<file path="config.mk">
export PLATFORM = sky130hd
export DESIGN_NAME = cmd_deframer
export DESIGN_NICKNAME = d
export VERILOG_FILES = /design/src/rtl/cmd_deframer.sv
export SDC_FILE = /design/constraint.sdc
export NUM_CORES = 1
export LEC_CHECK = 0
export CAP_MARGIN = 0
export CORE_UTILIZATION = 40
export CTS_CLUSTER_DIAMETER = 60
export DETAILED_ROUTE_END_ITERATION = 10
export GPL_ROUTABILITY_DRIVEN = 0
export GPL_TIMING_DRIVEN = 0
export HOLD_SLACK_MARGIN = 0.05
export PLACE_DENSITY = 0.74
export SLEW_MARGIN = 20
export SYNTH_ARGS = -nofsm -noshare
export SYNTH_HDL_FRONTEND = slang
export SYNTH_SLANG_ARGS = --single-unit
export TNS_END_PERCENT = 5
</file>
<file path="constraint.sdc">
create_clock -name clk -period 2 [get_ports clk]
set_input_delay 0.2 -clock clk [delete_from_list [all_inputs] [get_ports clk]]
set_output_delay 0.2 -clock clk [all_outputs]
set_load 0.005 [all_outputs]
</file>
<file path="src/rtl/cmd_deframer.sv">
// Command frame receiver: hunts for 0xA5, collects op/len/payload/checksum,
// publishes good frames and answers each frame with a single ACK or NAK byte.
module cmd_deframer #(
  parameter int MAXLEN  = 8,
  parameter int TIMEOUT = 5000
) (
  input  logic                  clk,
  input  logic                  rst_n,
  input  logic                  newrxstrobe,
  input  logic [7:0]            rxbyte,
  output logic                  cmd_valid,
  output logic [7:0]            cmd_op,
  output logic [3:0]            cmd_len,
  output logic [8*MAXLEN-1:0]   cmd_data,
  output logic                  xmit,
  output logic [7:0]            txchar,
  output logic                  frame_err
);

  localparam int            IW       = $clog2(TIMEOUT + 1);
  localparam logic [IW-1:0] TMO      = IW'(TIMEOUT);
  localparam logic [7:0]    HDR      = 8'hA5;
  localparam logic [7:0]    ACK      = 8'h06;
  localparam logic [7:0]    NAK      = 8'h15;
  localparam logic [7:0]    MAXLEN_B = 8'(MAXLEN);

  typedef enum logic [2:0] {
    HUNT,
    OP,
    LEN,
    DATA,
    CHK
  } state_t;

  state_t              state;
  logic [7:0]          op_r;
  logic [3:0]          len_r;
  logic [3:0]          count;
  logic [7:0]          sum;
  logic [8*MAXLEN-1:0] pbuf;
  logic [IW-1:0]       idle_cnt;

  // Whole deframer in one register block: strobes default low each cycle, a
  // received byte always wins over an expiring idle timer.
  always_ff @(posedge clk or negedge rst_n) begin
    if (!rst_n) begin
      state     <= HUNT;
      op_r      <= '0;
      len_r     <= '0;
      count     <= '0;
      sum       <= '0;
      pbuf      <= '0;
      idle_cnt  <= '0;
      cmd_valid <= 1'b0;
      cmd_op    <= '0;
      cmd_len   <= '0;
      cmd_data  <= '0;
      xmit      <= 1'b0;
      txchar    <= '0;
      frame_err <= 1'b0;
    end else begin
      cmd_valid <= 1'b0;
      xmit      <= 1'b0;
      frame_err <= 1'b0;
      if (newrxstrobe) begin
        idle_cnt <= '0;
        unique case (state)
          HUNT: begin
            if (rxbyte == HDR) state <= OP;
          end
          OP: begin
            op_r  <= rxbyte;
            sum   <= rxbyte;
            pbuf  <= '0;
            count <= '0;
            state <= LEN;
          end
          LEN: begin
            if (rxbyte > MAXLEN_B) begin
              frame_err <= 1'b1;
              xmit      <= 1'b1;
              txchar    <= NAK;
              state     <= HUNT;
            end else begin
              len_r <= rxbyte[3:0];
              sum   <= sum + rxbyte;
              state <= (rxbyte == 8'd0) ? CHK : DATA;
            end
          end
          DATA: begin
            for (int i = 0; i < MAXLEN; i++) begin
              if (count == 4'(i)) pbuf[8*i +: 8] <= rxbyte;
            end
            sum   <= sum + rxbyte;
            count <= count + 4'd1;
            if (count == len_r - 4'd1) state <= CHK;
          end
          CHK: begin
            xmit  <= 1'b1;
            state <= HUNT;
            if (rxbyte == sum) begin
              cmd_valid <= 1'b1;
              txchar    <= ACK;
              cmd_op    <= op_r;
              cmd_len   <= len_r;
              cmd_data  <= pbuf;
            end else begin
              frame_err <= 1'b1;
              txchar    <= NAK;
            end
          end
          default: state <= HUNT;
        endcase
      end else if (state != HUNT) begin
        // A stalled partial frame is dropped silently apart from the error pulse.
        if (idle_cnt == TMO) begin
          state     <= HUNT;
          frame_err <= 1'b1;
          idle_cnt  <= '0;
        end else begin
          idle_cnt <= idle_cnt + IW'(1);
        end
      end else begin
        idle_cnt <= '0;
      end
    end
  end

endmodule

</file>
==> reports/results.txt, run 1 <==
Drt pass-1 iters = 5
H-tree Lvls = 4
Reg2Reg Depth = 7
Fin nets = 833
Synth Area per Inst = 11.81 sq um
Worst Setup EP = cmd_op[6]
Top FF cell, synth = dfrtp_1
Starting Density = 0.4132
Via Count = 5501
Die Wd = 144.7 um
Power Density = 978.4 nW/um^2
Reg area = 4654 sq um
Crit Path Max Fanout = 9
Synth Cell Area = 8147 sq um
First-pass GRT wire length = 28480 um
Flops & latches, synth = 186
Status = finished, violations left
CP startpoint = sum[4]
Number of synthesized flops with an enable pin = 0
DIE AREA = 20940 sq um
Share of layout cells above drive strength 1 = 0.1817
Ports = 98
Clock Latency Late Sink = 0.43 ns
Nature of the critical path endpoint = flip-flop
Layout Area Growth over Synthesis = 25.76%
Tightest Pin Transition = 0.7043 ns
DR WL/cell = 16.23 um
Total leakage power = 4.724 nW
Multi-input combinational cell area = 3284 sq um
RR Startpoint = sum[4]
CTS tree = built
Largest net degree at the start of global routing = 98
Drt drc = 0
Final TNS setup = -11.24 ns
Rows = 51
Final WS setup = -0.1747 ns
Total routed wirelength = 17610 um
CP max-delay cell = dfrtp_1
Min-Delay Path Class = in2reg
CP Class = reg2reg
Final Setup Violations = 79
Antenna Cells = 0
Die height = 144.7 um
Hold Vio Cnt, Final = 0
Drt via density = 5.070
Layout fillers = 1666
RSZ-0062 raised after global routing = true
Grt total ovfl = 0
Max_cap viols = 0
Crit path DAT = 2.49 ns
Clk slew on worst S/H paths = 0.07 ns
Gate Count Post-Synth = 690
Drt initial violations = 367
Total track usage = 0.1804
Vias in the first global route = 5288
Final Cycle Share = 1.087
Worst path max stage delay = 0.41 ns
YS warnings = 0
Clock buffer count from CTS = 17
Register-to-register setup slack = -0.17 ns
Unique cell type count in the Yosys netlist = 55
Reg-to-reg endpoint = cmd_op[6]
Seq/Total Area, Yosys = 0.5713
Failing checks = setup timing
Final core utilization = 0.5196
CTS max path bufs = 2
Max_slew headroom = 0.5305
Fmax = 0.4598 GHz
Slew Viols, Final = 0
Sink Count = 186
Clock root cell = clkbuf_16
Final Critical Period = 2.175 ns
Peak VDD IR = 572.9 uV
Overall Power = 10.02 mW
Clock skew = 0.007758 ns
Critical path cell sequence = ha_4, nor4_4, nand3_2, or3b_4, buf_12, clkbuf_16, mux2_4
Post-DP HPWL = 11840 um
Post-route ant nets = 0
Startpoint Class = flip-flop
IO Port Bufs = 91
Initial antenna violation count = 1
Synth async-reset ratio = 1.000
Worst Path Required = 2.31 ns
Core Area = 19720 sq um
[worst min-delay path by stage]
stage | end | slack (ns) | cells after the start | start
2_1_floorplan | cmd_data[0] | -0.1 | 0 | rst_n
3_3_place_gp | txchar[2] | 0.46 | 1 | txchar[2]
3_5_place_dp | cmd_data[62] | 0.27 | 1 | rst_n
4_1_cts | state[2] | 0.10 | 3 | newrxstrobe
5_1_grt | state[2] | 0.12 | 3 | newrxstrobe
6_report | state[2] | 0.12 | 3 | newrxstrobe
[flip-flops by register name (all words and copies together) (netlist names), 4 cells and up]
register	count
op_r	8
len_r	4
cmd_op	8
idle_cnt	13
pbuf	64
cmd_len	4
sum	8
count	4
cmd_data	64
[per-stage QoR]
step                      instances  cell area, sq um  worst slack [ns]  hold slack, ns
after floorplan                 693              8195          -0.05402        -0.09559
after global placement         1049              9438            -6.837          0.4595
after detailed placement       1050              9470           -0.8932          0.2707
after CTS                      1084             10110           -0.2158          0.1008
after global routing           1085             10240           -0.2459          0.1225
final                          1085             10240           -0.1747          0.1236
[metal layers]
metal | vias to the layer above | share of wire | global-route usage
met2 | 134 | 0.48 | 0.2880
met1 | 2714 | 0.47 | 0.2462
met5 | - | 0 | 0
li1 | 2634 | - | -
met4 | 0 | 0.014 | 0.05540
met3 | 19 | 0.041 | 0.03784
[cells in the mapped netlist (2+ instances only)]
cell | count | area, sq um
a21oi_1 | 17 | 85.08
o21ai_1 | 82 | 410.4
nand3_1 | 46 | 230.2
o31ai_1 | 3 | 22.52
clkbuf_1 | 18 | 67.56
xor2_1 | 8 | 70.07
ha_1 | 14 | 175.2
a21o_1 | 2 | 15.01
o21a_1 | 3 | 22.52
nor2_1 | 27 | 101.4
buf_6 | 9 | 101.4
a31oi_1 | 3 | 18.77
nand2_1 | 78 | 292.8
mux2_1 | 9 | 101.4
buf_4 | 5 | 37.54
nor4b_1 | 3 | 26.28
xnor2_1 | 8 | 70.07
nand3b_1 | 2 | 15.01
nand2b_1 | 7 | 43.79
a211oi_1 | 4 | 30.03
nor4_1 | 4 | 25.02
inv_1 | 23 | 86.33
buf_1 | 2 | 7.510
buf_2 | 6 | 30.03
nor2b_1 | 5 | 31.28
dfrtp_1 | 186 | 4654
nor3_1 | 12 | 60.06
mux2_4 | 66 | 991.0
o21ai_0 | 9 | 45.04
and3_1 | 2 | 12.51
mux2i_1 | 3 | 30.03
[report_power, final]
part	internal [mW]	switching, mW
Clock	1.89	1.47
Combinational	0.901	1.28
Sequential	4.18	0.299
[timing repair]
item | CTS | global route
gates cloned | 0 | 1
resized for setup | 14 | 36
pin swaps | 2 | 1
hold endpoints to repair | 96 | 0
buffers inserted | 1 | 0
hold buffers | 1 | 0
setup endpoints to repair | 112 | 156
[final cells by class]
cell class              instances  area share
clock inverters                12     0.01380
plain buffers                  40     0.03078
inverters                      24    0.008793
clock buffers                  20     0.04360
well taps                     265     0.03236
flip-flops and latches        186      0.4543
repair buffers                 95     0.09575
multi-input cells             443      0.3206
[cells by family (layout without fill, tap and decap cells)]
logic type      Yosys count  count (layout)  share of synthesized area
compound gates          133             133                    0.09215
xor+xnor                 17              17                    0.02012
fa+ha+maj                15              15                    0.02396
buf+inv                  64             191                    0.04101
flops                   186             186                     0.5713
mux                      78              78                     0.1378
other cells               1               4                  0.0004603
simple gates            196             196                     0.1132
[critical path, delay by kind of cell, from the launching register on]
family	cells	cell delay, ns
simple gates	3	0.76
flops	1	0.41
mux	1	0.30
buf+inv	2	0.34
fa+ha+maj	1	0.24
[cell usage in the layout (no fill, tap or decap), drive strengths merged, types with 4 or more instances in the layout]
cell / instances
dfrtp: 186
o21ai: 91
clkdlybuf4s50: 86
nand2: 78
mux2: 75
nand3: 46
clkbuf: 41
nor2: 27
inv: 27
buf: 23
a21oi: 17
ha: 14
nor3: 12
xor2: 8
xnor2: 8
nand2b: 7
nor2b: 5
nor4: 5
conb: 4
clkinvlp: 4
dlygate4sd2: 4
a211oi: 4
Note: power is estimated with default switching activity, not from simulation.
==> run 2: changes to the inputs <==
Settings changed: CELL_PAD_IN_SITES_DETAIL_PLACEMENT set to 1, CELL_PAD_IN_SITES_GLOBAL_PLACEMENT set to 2, CORE_UTILIZATION 40 to 34, PLACE_DENSITY 0.74 to 0.87.
==> run 2 against run 1 <==
Against the previous run: core utilization down 8.1 points; final cell count up 4.7%; sequential power about the same; critical endpoint is now cmd_data[24]; global-route usage down 0.22 points; fmax down 2.3%; die area up 17%; sequential cell count unchanged; the flow still finishes with violations (setup timing).
==> reports/results.txt, run 2 (same netlist as run 1, synthesis figures left out) <==
Final Setup Violations = 78
Die height = 156.8 um
Most frequent cells in the layout = 186 x dfrtp_1, 86 x clkdlybuf4s50_1, 79 x o21ai_1
Core Area = 23470 sq um
IO Port Bufs = 91
Vias in the first global route = 5928
Clk slew on worst S/H paths = 0.08 ns
Clock root cell = clkbuf_16
Tightest Pin Transition = 0.7249 ns
Min-Delay Path Class = in2reg
Failing checks = setup timing
Layout Area Growth over Synthesis = 26.29%
Final Critical Period = 2.227 ns
Final TNS setup = -15.17 ns
RSZ-0062 raised after global routing = true
CTS max path bufs = 2
Post-DP HPWL = 14080 um
Fin nets = 830
Sw Ratio = 0.3207
Rows = 56
Slew Viols, Final = 0
Drt drc = 0
Initial antenna violation count = 0
Commonest non-fill, non-tap cell in the layout = dfrtp_1
Hold Vio Cnt, Final = 0
CP Class = reg2reg
Power Density = 1000 nW/um^2
Layout fillers = 2520
Grt total ovfl = 0
Total routed wirelength = 20540 um
Clock Latency Late Sink = 0.44 ns
Power Internal = 6.988 mW
Fmax = 0.4490 GHz
Drt initial violations = 200
Peak VDD IR = 539.6 uV
H-tree Lvls = 4
DR WL/cell = 18.08 um
Startpoint Class = flip-flop
Share of layout cells above drive strength 1 = 0.1922
Via Count = 5625
Drt via density = 4.952
Total track usage = 0.1782
CP max-delay cell = or3b_4
Die Wd = 156.8 um
P_sw = 3.300 mW
Ports = 98
Critical path cell sequence = ha_4, nor4_4, nand3_1, or3b_4, buf_6, mux2_4
Status = finished, violations left
Sink Count = 186
Crit Path Max Fanout = 10
First-pass GRT wire length = 33150 um
Antenna Cells = 0
Clock skew = 0.01423 ns
Max_slew headroom = 0.5167
Final std cells w/o fill = 1136
DIE AREA = 24580 sq um
Post-placement cell count = 1104
Nature of the critical path endpoint = flip-flop
Drt pass-1 iters = 6
Clock buffer count from CTS = 17
Worst path max stage delay = 0.51 ns
Post-route ant nets = 0
CTS tree = built
Flop pwr share = 0.436
Starting Density = 0.3471
Max_cap viols = 0
Final WS setup = -0.2270 ns
Clock power frac = 0.348
Final Cycle Share = 1.113
Crit path DAT = 2.55 ns
Top flop regs = cmd_data (64), pbuf (64), idle_cnt (13)
Worst Path Required = 2.32 ns
Largest net degree at the start of global routing = 95
Combinational share of power = 0.216
Total leakage power = 4.746 nW
## run 2: cell count changes in the layout (fill, tap and decap cells not counted), moves of 3 or more
| cell | delta |
|---|---|
| clkbuf_1 | -7 |
| nand2_1 | -5 |
| buf_6 | +4 |
| clkbuf_2 | +4 |
| clkinvlp_4 | -4 |
| inv_8 | +4 |
| buf_12 | -3 |
| nand2_2 | +3 |
## run 2: per-layer routing
layer | vias up | wire length [um] | track usage
met2 | 80 | 10230 | 0.3010
met3 | 24 | 441 | 0.02575
met5 | - | 0 | 0
met4 | 0 | 426 | 0.06443
li1 | 2615 | - | -
met1 | 2906 | 9436 | 0.2315
## run 2: path summary, 6_finish.rpt
| kind | start | endpoint | slack (ns) | cells past startpoint |
|---|---|---|---|---|
| worst min register to register | txchar[2] | txchar[2] | 0.48 | 1 |
| worst min-delay path | newrxstrobe | state[2] | 0.12 | 3 |
| min in group asynchronous | rst_n | cmd_data[62] | 0.34 | 2 |
| worst max-delay path | sum[4] | cmd_data[24] | -0.23 | 6 |
| worst max register to register | sum[4] | cmd_data[24] | -0.23 | 6 |
| max in group asynchronous | rst_n | pbuf[51] | 0.72 | 3 |
## run 2: final cells by class
cell class	count	area, sq um	area share
clock buffers	17	425.4	0.04135
plain buffers	39	272.8	0.02651
repair buffers	93	948.4	0.09218
multi-input cells	443	3297	0.3204
flip-flops and latches	186	4654	0.4524
inverters	24	90.09	0.008756
well taps	319	399.1	0.03879
clock inverters	15	201.4	0.01958
## run 2: power by group through the flow
| stage | logic, mW | clock network, mW | registers, mW |
|---|---|---|---|
| 4_1_cts | 2.21 | 3.65 | 4.49 |
| 5_1_grt | 2.49 | 3.79 | 4.55 |
| 3_3_place_gp | 2.03 | 0 | 4.54 |
| 3_5_place_dp | 2.12 | 0 | 4.56 |
| 6_report | 2.22 | 3.58 | 4.49 |
| 2_1_floorplan | 1.50 | 0 | 4.47 |
## run 2: through the flow
stage	power [mW]	utilization	cell area, sq um	hold slack (ns)	worst slack, ns
final	10.29	0.4383	10290	0.1233	-0.2270
after global routing	10.83	0.4383	10290	0.1336	-0.3263
after CTS	10.35	0.4357	10230	0.1031	-0.2330
after detailed placement	6.680	0.4063	9538	0.2666	-0.9066
after global placement	6.572	0.4050	9505	0.4526	-7.112
after floorplan	5.965	-	8195	-0.09559	-0.05402
## run 2: timing repair
action                     CTS  global route
setup endpoints to repair  155           134
hold buffers                 1             0
pin swaps                    2             4
buffers inserted             0             0
hold endpoints to repair    93             0
resized for setup           27            20
## run 2: critical path: cells and delay by family (launching register included)
| kind | cells | cell delay (ns) |
|---|---|---|
| muxes | 1 | 0.31 |
| and+or+nand+nor | 3 | 0.90 |
| adders and majority gates | 1 | 0.26 |
| DFF | 1 | 0.41 |
| buffers and inverters | 1 | 0.21 |
==> run 3: changes to the inputs <==
Settings changed: SETUP_SLACK_MARGIN set to 0.15.
==> run 3 against run 2 <==
Against the previous run: via count is 0.32% lower; the run still ends with setup timing left; critical endpoint unchanged; die area stayed put; non-clock buffer count is 2 higher; largest power group unchanged; setup slack better by 0.0057 ns; sequential share of layout area is 0.34 points lower; register-to-register slack hardly changed; sequential power hardly changed; sequential cell count stayed put; critical path depth is 1 higher; clock power hardly changed.
==> reports/results.txt, run 3 (same netlist as run 1, synthesis figures left out) <==
Status = finished, violations left
Failing checks = setup timing
Layout fillers = 2493
Final core utilization = 0.4417
Hold Vio Cnt, Final = 0
Largest net degree at the start of global routing = 95
Fmax = 0.4502 GHz
Clock root cell = clkbuf_16
CP bufs+invs = 2
Antenna Cells = 0
RR Startpoint = sum[4]
Worst path max stage delay = 0.42 ns
Final Cycle Share = 1.111
Initial antenna violation count = 0
Ports = 98
Drt via density = 4.927
Die height = 156.8 um
Total leakage power = 4.768 nW
Die Wd = 156.8 um
Starting Density = 0.3471
Finished Cell Area = 10370 sq um
Reg-to-reg endpoint = cmd_data[24]
Hold path depth = 3
Power Density = 1001 nW/um^2
CTS tree = built
Layout Area Growth over Synthesis = 27.28%
Worst Path Required = 2.32 ns
Nature of the critical path endpoint = flip-flop
Rows = 56
Max_cap viols = 0
Placed cell areas = 9538 sq um
Most frequent cells in the layout = 185 x dfrtp_1, 86 x clkdlybuf4s50_1, 82 x o21ai_1
Critical path cell sequence = ha_4, nor4_4, nand3_1, or3b_4, buf_12, buf_6, mux2_4
First-pass GRT wire length = 33270 um
Clk slew on worst S/H paths = 0.08 ns
Final std cells w/o fill = 1138
DR WL/cell = 18.18 um
Crit path DAT = 2.54 ns
CP max-delay cell = or3b_4
Family with the most delay on the worst path = simple AND/OR/NAND/NOR gates
DIE AREA = 24580 sq um
Worst Hold Path EP = state[2]
Tightest Pin Transition = 0.7150 ns
Drt initial violations = 211
Clock buffer count from CTS = 17
Min-Delay Path Class = in2reg
Commonest non-fill, non-tap cell in the layout = dfrtp_1
Share of layout cells above drive strength 1 = 0.2088
CTS max path bufs = 2
Via Count = 5607
RSZ-0062 raised after global routing = true
Post-route ant nets = 0
Final WS setup = -0.2213 ns
Slew Viols, Final = 0
Total routed wirelength = 20690 um
CP Class = reg2reg
Final Setup Violations = 78
Max_slew headroom = 0.5233
CP startpoint = sum[4]
Final Critical Period = 2.221 ns
Clock skew = 0.01660 ns
Drt drc = 0
Post-DP HPWL = 14080 um
Fin nets = 832
H-tree Lvls = 4
Place WS = -0.9066 ns
Top flop regs = cmd_data (64), pbuf (64), idle_cnt (13)
Grt total ovfl = 0
Startpoint Class = flip-flop
Post-placement cell count = 1104
Overall Power = 10.38 mW
Core Area = 23470 sq um
IO Port Bufs = 91
Reg2Reg Depth = 7
Total track usage = 0.1791
Min-delay src = newrxstrobe
Register-to-register setup slack = -0.22 ns
Crit. path cell count = 7
Worst Hold Margin = 0.1302 ns
Crit Path Max Fanout = 10
Peak VDD IR = 535.9 uV
Clock Latency Late Sink = 0.44 ns
Sink Count = 186
Drt pass-1 iters = 4
Final TNS setup = -15.02 ns
Vias in the first global route = 5943
==> run 3: cell types whose count changed in the layout (fill, tap and decap cells not counted), sizes merged <==
cell | before | now
clkbuf | 35 | 36
buf | 23 | 24
==> run 3: final cells by class <==
| type | instances | area (sq um) | area share |
|---|---|---|---|
| buffer | 40 | 301.5 | 0.02908 |
| clock buffer | 17 | 425.4 | 0.04103 |
| clock inverter | 15 | 201.4 | 0.01943 |
| inverter | 24 | 90.09 | 0.008688 |
| multi-input combinational | 443 | 3339 | 0.3221 |
| sequential | 186 | 4656 | 0.4490 |
| tap | 319 | 399.1 | 0.03849 |
| timing repair buffer | 94 | 955.9 | 0.09219 |
==> run 3: power breakdown <==
group	leakage (nW)	switching (mW)	internal (mW)	total (mW)
sequential	2.54	0.311	4.18	4.49
combinational	1.92	1.37	0.941	2.31
clock	0.307	1.65	1.92	3.57
total	4.77	3.33	7.05	10.4
==> run 3: worst max path at each step <==
| stage | endpoint | slack [ns] |
|---|---|---|
| after detailed placement | cmd_data[56] | -0.91 |
| after global routing | cmd_data[31] | -0.31 |
| after global placement | pbuf[46] | -7.11 |
| final | cmd_data[24] | -0.22 |
| after floorplan | cmd_data[0] | -0.05 |
| after CTS | cmd_data[56] | -0.23 |
==> run 3: tightest hold or removal path, stage by stage <==
cell and delay, ns:
buf_2 0.17, nand2_1 0.08, o31ai_1 0.07
==> run 3: per-layer routing <==
layer	part of all wire	up-vias	wire length (um)	GRT usage
met4	0.021	0	428	0.06443
met3	0.022	26	465	0.02603
met5	0	-	0	0
met2	0.50	80	10320	0.3018
met1	0.46	2874	9476	0.2332
li1	-	2627	-	-
==> run 3: repair_timing <==
item,in CTS,in global routing
hold buffers,1,0
pin swaps,3,6
resized for setup,43,25
endpoints found under the setup margin,164,161
buffers inserted,1,0
endpoints found under the hold margin,93,0
